$ cat config.mk
export PLATFORM = sky130hd
export DESIGN_NAME = instr_fetch_queue
export DESIGN_NICKNAME = d
export VERILOG_FILES = /design/src/rtl/instr_fetch_queue.sv
export SDC_FILE = /design/constraint.sdc
export NUM_CORES = 1
export LEC_CHECK = 0
export ABC_CLOCK_PERIOD_IN_PS = 2900
export CORE_MARGIN = 5
export CORE_UTILIZATION = 55
export CTS_CLUSTER_SIZE = 14
export DETAILED_ROUTE_END_ITERATION = 16
export PLACE_DENSITY = 0.86
export SETUP_SLACK_MARGIN = 0.05
export SLEW_MARGIN = 20
export SYNTH_ARGS = -nofsm -noshare
export SYNTH_HDL_FRONTEND = slang
export SYNTH_SLANG_ARGS = --single-unit
$ cat constraint.sdc
create_clock -name clk -period 2.9 [get_ports clk]
set_input_delay 0.58 -clock clk [delete_from_list [all_inputs] [get_ports clk]]
set_output_delay 0.58 -clock clk [all_outputs]
set_load 0.005 [all_outputs]
$ cat src/rtl/instr_fetch_queue.sv
// Instruction fetch stage with a prefetch queue of {pc, instr} pairs feeding decode.
// Define IFQ_PERF_EN to add the perf_issue_cnt / perf_flush_cnt counters.
module instr_fetch_queue #(
    parameter int          PC_W     = 10,
    parameter int          PC_STEP  = 4,
    parameter int unsigned RESET_PC = 0,
    parameter int          DEPTH    = 4
) (
    input  logic            clk,
    input  logic            rst,
    output logic [PC_W-1:0] imem_addr,
    input  logic [31:0]     imem_q,
    output logic            if_valid,
    output logic [31:0]     if_instr,
    output logic [PC_W-1:0] if_pc,
    input  logic            if_ready,
    input  logic            redirect_valid,
    input  logic [PC_W-1:0] redirect_pc
`ifdef IFQ_PERF_EN
    ,
    output logic [31:0]     perf_issue_cnt,
    output logic [15:0]     perf_flush_cnt
`endif
);

    localparam int PTR_W = $clog2(DEPTH);
    localparam int CNT_W = PTR_W + 1;
    localparam logic [CNT_W:0] DEPTH_C = (CNT_W+1)'(DEPTH);

    localparam logic [0:0] ST_WAIT  = 1'b0;
    localparam logic [0:0] ST_FETCH = 1'b1;

    logic [0:0]       state_q, state_d;
    logic [PC_W-1:0]  pc_q, pc_d;
    logic             pend_q, pend_d;
    logic [PC_W-1:0]  pend_pc_q, pend_pc_d;
    logic [PTR_W-1:0] rd_ptr_q, rd_ptr_d;
    logic [PTR_W-1:0] wr_ptr_q, wr_ptr_d;
    logic [CNT_W-1:0] count_q, count_d;
    logic [31:0]      instr_q [DEPTH];
    logic [31:0]      instr_d [DEPTH];
    logic [PC_W-1:0]  entry_pc_q [DEPTH];
    logic [PC_W-1:0]  entry_pc_d [DEPTH];

    logic             in_fetch;
    logic             flush;
    logic             issue;
    logic             capture;
    logic             pop;
    logic [CNT_W:0]   occupancy;

    // The pending read reserves a slot, so a capture can never find the queue full.
    always_comb begin
        in_fetch  = (state_q == ST_FETCH);
        flush     = in_fetch && redirect_valid;
        occupancy = {1'b0, count_q} + {{CNT_W{1'b0}}, pend_q};
        issue     = in_fetch && !redirect_valid && (occupancy < DEPTH_C);
        capture   = pend_q && !redirect_valid;
        pop       = (count_q != '0) && if_ready && !redirect_valid;
    end

    always_comb begin
        state_d    = ST_FETCH;
        pc_d       = pc_q;
        pend_d     = 1'b0;
        pend_pc_d  = pend_pc_q;
        rd_ptr_d   = rd_ptr_q;
        wr_ptr_d   = wr_ptr_q;
        count_d    = count_q;
        instr_d    = instr_q;
        entry_pc_d = entry_pc_q;

        if (flush) begin
            pc_d     = redirect_pc;
            rd_ptr_d = '0;
            wr_ptr_d = '0;
            count_d  = '0;
        end else if (!in_fetch) begin
            if (redirect_valid) begin
                pc_d = redirect_pc;
            end
        end else begin
            pend_d = issue;
            if (issue) begin
                pend_pc_d = pc_q;
                pc_d      = pc_q + PC_W'(PC_STEP);
            end
            if (capture) begin
                instr_d[wr_ptr_q]    = imem_q;
                entry_pc_d[wr_ptr_q] = pend_pc_q;
                wr_ptr_d             = wr_ptr_q + PTR_W'(1);
            end
            if (pop) begin
                rd_ptr_d = rd_ptr_q + PTR_W'(1);
            end
            count_d = count_q + CNT_W'(capture) - CNT_W'(pop);
        end
    end

    always_ff @(posedge clk) begin
        if (rst) begin
            state_q   <= ST_WAIT;
            pc_q      <= PC_W'(RESET_PC);
            pend_q    <= 1'b0;
            pend_pc_q <= '0;
            rd_ptr_q  <= '0;
            wr_ptr_q  <= '0;
            count_q   <= '0;
            for (int i = 0; i < DEPTH; i++) begin
                instr_q[i]    <= '0;
                entry_pc_q[i] <= '0;
            end
        end else begin
            state_q    <= state_d;
            pc_q       <= pc_d;
            pend_q     <= pend_d;
            pend_pc_q  <= pend_pc_d;
            rd_ptr_q   <= rd_ptr_d;
            wr_ptr_q   <= wr_ptr_d;
            count_q    <= count_d;
            instr_q    <= instr_d;
            entry_pc_q <= entry_pc_d;
        end
    end

    assign imem_addr = pc_q;
    assign if_valid  = (count_q != '0);
    assign if_instr  = instr_q[rd_ptr_q];
    assign if_pc     = entry_pc_q[rd_ptr_q];

`ifdef IFQ_PERF_EN
    logic [31:0] perf_issue_q, perf_issue_d;
    logic [15:0] perf_flush_q, perf_flush_d;

    always_comb begin
        perf_issue_d = perf_issue_q + 32'(issue);
        perf_flush_d = perf_flush_q + 16'(flush);
    end

    always_ff @(posedge clk) begin
        if (rst) begin
            perf_issue_q <= '0;
            perf_flush_q <= '0;
        end else begin
            perf_issue_q <= perf_issue_d;
            perf_flush_q <= perf_flush_d;
        end
    end

    assign perf_issue_cnt = perf_issue_q;
    assign perf_flush_cnt = perf_flush_q;
`endif

endmodule

==> metrics.cfg <==
[timing]
final.setup.worst_slack_ns=0.125
finalCriticalPeriod_ns=2.77
timing.clock.skew_ns=0.00870
fin_tns_setup_ns=0
max_freq_ghz=0.360
rel_slew_slack_pct=59.0
tightestPinTransition_ns=0.615
layout_worst_path_cycle_share_pct=95.7
rsz0062_at_grt=false
setup_viol_count_final=0
slew_violations=0
report.final.hold_viol_count=0

[logic_synthesis]
synth.top_cells.by_count=sky130_fd_sc_hd__nand2_1 (348), sky130_fd_sc_hd__dfxtp_1 (197), sky130_fd_sc_hd__a21oi_1 (176), sky130_fd_sc_hd__buf_2 (48), sky130_fd_sc_hd__mux4_2 (42)
ys_ff_latch=197
synthesized_instance_count=948
netlist_area_um2=8220
yosysTopAreaCell=sky130_fd_sc_hd__dfxtp_1
synth_compound_gate_area_share_pct=13.4
post_synth_mux_area_share_pct=13.1
post-synth-top-count-cell=sky130_fd_sc_hd__nand2_1
synthesis.yosys.warnings=0
synth_fa_ha_area_share_pct=1.46
yosys-top-cells-area=sky130_fd_sc_hd__dfxtp_1 (48%), sky130_fd_sc_hd__nand2_1 (16%), sky130_fd_sc_hd__mux4_2 (12%)
synth_enable_flop_cells=0
yosysSeqAreaShare_pct=48.0
ys_async_sr_fraction_pct=0
ys_types=47
syn_nets=1003
largest_family_of_logic_cells_by_synthesized_area=simple AND/OR/NAND/NOR gates
postSynthAreaPerCell_um2=8.67
synth_flop_cell=sky130_fd_sc_hd__dfxtp_1
yosys.area_share.simple_pct=19.0
yosysTopAreaCellShare_pct=48.0
yosys.area_share.xor_xnor_pct=0.213

[setup_path]
timing.critical_path.arrival_ns=2.19
rr_startpoint=count_q[2]
cp_bufs_invs=2
critPathTopFamily=buffers and inverters
timing.setup.critical_path_class=reg2out
r2r_setup_slack_ns=0.74
critical_path_peak_fanout=21
cp-start-kind=register
required_ns=2.32
critical_path.endpoint_type=output port
max_stage_delay_cell_worst_path=sky130_fd_sc_hd__mux4_2
critical_path.cell_chain=buf_12, mux4_2, clkdlybuf4s50_1
worst-r2r-cell-count=9
regToRegEndpoint=count_q[2]
critPathMaxStageDelay_ns=0.58

[global_routing]
grt_pass1_vias=7026
grt_start_max_net_pins=64
grt_overflow=0
gr-usage-all-layers_pct=23.9
first_pass_grt_wire_length_um=34600
met1_usage_pct=30.3
global_route.peak_usage_layer=met2
grt_use_met2_pct=40.3
groute.layer.met3.usage_pct=5.15
antenna_violations_before_repair=0

[die]
die_height_um=132
die_area_um2=17500
die_width_um=132
core.rowCount=44
io_pins=99
fp.coreArea_um2=14600
start_util_pct=56.3

[hold_path]
holdCritStartpoint=entry_pc_q[2]
worstHoldEndpoint=entry_pc_q[2]
hold_path_depth=2
hold_path.class=reg2reg

[placement]
global_placement_routability_congestion=0.831
io_buffers=98
place.detailed.instances=1182
post-place-ws_ns=0.263
detailedPlacementHpwl_um=13000

[clocking]
cts_hold_repair.buffers=0
tritoncts=yes
clock_sinks=197
ctsLongestPathBuffers=2
clk-insertion-delay-late_ns=0.43
cts_buffers=17
root_buffer_cell=sky130_fd_sc_hd__clkbuf_16
worst_setup_hold_path_clk_slew_ns=0.07
htree_num_levels=4

[status]
status=completed

[power]
vdd_ir_drop_max_uv=418
power.share.combinational_pct=4.8
cellLeakagePower_nw=3.33
power_switching_share_pct=21.4
power.share.clock_pct=43.7
switching_power_mw=1.15
cellInternalPower_mw=4.21
total_power_mw=5.36
pwr_density_cell_nw_per_um2=538
share_seq_of_total_power_pct=51.5

[drt]
number_of_search_and_repair_iterations_in_the_first_detailed_routing_pass=8
ant_nets=0
post_dr_vias_cell=5.81
vias=7058
wire_per_inst_um=17.5
routed_wirelength_um=21300
drc=0
detail_route.iter0.violations=638

[run]
max-cap-violations=0

[cells_and_area]
storage_element_area_um2=3950
non_filler_cells_final=1215
final_core_util_pct=68.2
finalNetCount=1073
n_antenna_cell=0
syn_to_final_growth_pct=21.1
multiInputGateArea_um2=3880
filler_cell_count=1080
share_of_layout_cells_above_drive_strength_1_pct=10.8

[flip-flops by register name, summed over array words and instances, names as in the netlist]
| signal | count |
|---|---|
| rd_ptr_q | 2 |
| count_q | 3 |
| wr_ptr_q | 2 |
| instr_q | 128 |
| in_fetch | 1 |
| entry_pc_q | 40 |
| pend_q | 1 |
| imem_addr | 10 |
| pend_pc_q | 10 |
[what timing repair did]
item                       4_1_cts  5_1_grt
setup buffers                    0        0
cloned                           0        1
setup endpoints to repair        1        1
hold endpoints to repair         0        0
gates resized for setup          1        0
[power groups by stage]
stage          registers [mW]  clock network, mW  logic [mW]
6_report                 2.76               2.34       0.260
5_1_grt                  2.76               2.47       0.280
4_1_cts                  2.76               2.37       0.258
3_5_place_dp             2.82                  0       0.256
3_3_place_gp             2.82                  0       0.254
2_1_floorplan            2.81                  0       0.114
[cell type report]
class / instances / area share [%]
clock buffer: 23 / 4.90
sequential: 197 / 39.7
inverter: 12 / 0.453
clock inverter: 9 / 1.01
timing repair buffer: 125 / 12.7
tap: 184 / 2.31
multi-input combinational: 665 / 39.0
[per-stage QoR]
step / hold WS [ns] / instance area (um2)
after floorplan: 0.433 / 8220
final: 0.451 / 9950
after CTS: 0.455 / 9920
after global placement: 0.438 / 9330
after global routing: 0.470 / 9950
after detailed placement: 0.445 / 9330
[how the worst max path moves through the flow]
stage,from,end,slack (ns),cells past startpoint
after floorplan,redirect_valid,count_q[2],0.64,9
after global placement,redirect_valid,count_q[2],0.32,10
after detailed placement,redirect_valid,count_q[2],0.26,10
after CTS,rd_ptr_q[0],if_pc[4],0.09,3
after global routing,rd_ptr_q[0],if_pc[4],0.06,3
final,rd_ptr_q[0],if_pc[4],0.13,3
[logic make-up after synthesis]
logic type                 after synthesis
and+or+nand+nor                        396
DFF                                    197
adders and majority gates                9
buffers and inverters                   86
xor gates and xnor gates                 2
muxes                                   55
AOI/OAI and AO/OA                      203
[placed cells by master, fill, tap and decap left out, types with 2 or more instances in the layout]
cell type,n
sky130_fd_sc_hd__nand2_1,348
sky130_fd_sc_hd__dfxtp_1,195
sky130_fd_sc_hd__a21oi_1,176
sky130_fd_sc_hd__clkdlybuf4s50_1,97
sky130_fd_sc_hd__mux4_2,42
sky130_fd_sc_hd__nor2_1,22
sky130_fd_sc_hd__buf_4,22
sky130_fd_sc_hd__clkbuf_16,18
sky130_fd_sc_hd__mux2i_1,13
sky130_fd_sc_hd__inv_1,12
sky130_fd_sc_hd__ha_1,8
sky130_fd_sc_hd__o21ai_0,7
sky130_fd_sc_hd__nand3_1,7
sky130_fd_sc_hd__and2_1,5
sky130_fd_sc_hd__clkinv_2,5
sky130_fd_sc_hd__buf_12,5
sky130_fd_sc_hd__clkbuf_8,4
sky130_fd_sc_hd__o31ai_1,2
sky130_fd_sc_hd__a32oi_2,2
sky130_fd_sc_hd__a31oi_1,2
sky130_fd_sc_hd__a211oi_1,2
sky130_fd_sc_hd__xnor2_1,2
sky130_fd_sc_hd__a22oi_1,2
sky130_fd_sc_hd__clkinvlp_4,2
sky130_fd_sc_hd__clkbuf_1,2
sky130_fd_sc_hd__bufinv_16,2
[worst reg2reg max path, delay by kind of cell (launching register included)]
family | cells | cell delay, ns
buffers and inverters | 1 | 0.04
XOR/XNOR | 1 | 0.13
flip-flops | 1 | 0.38
AO/OA/AOI/OAI | 2 | 0.48
adder cells (fa/ha/maj) | 3 | 0.85
AND/OR/NAND/NOR | 2 | 0.15
[layer usage]
layer,wire length (um),up-vias,share of wire (%)
met5,0,-,0
met4,411,0,1.9
met3,1640,45,7.7
met2,10700,320,50
met1,8520,3358,40
li1,-,3335,-
Note: power is estimated with default switching activity, not from simulation.
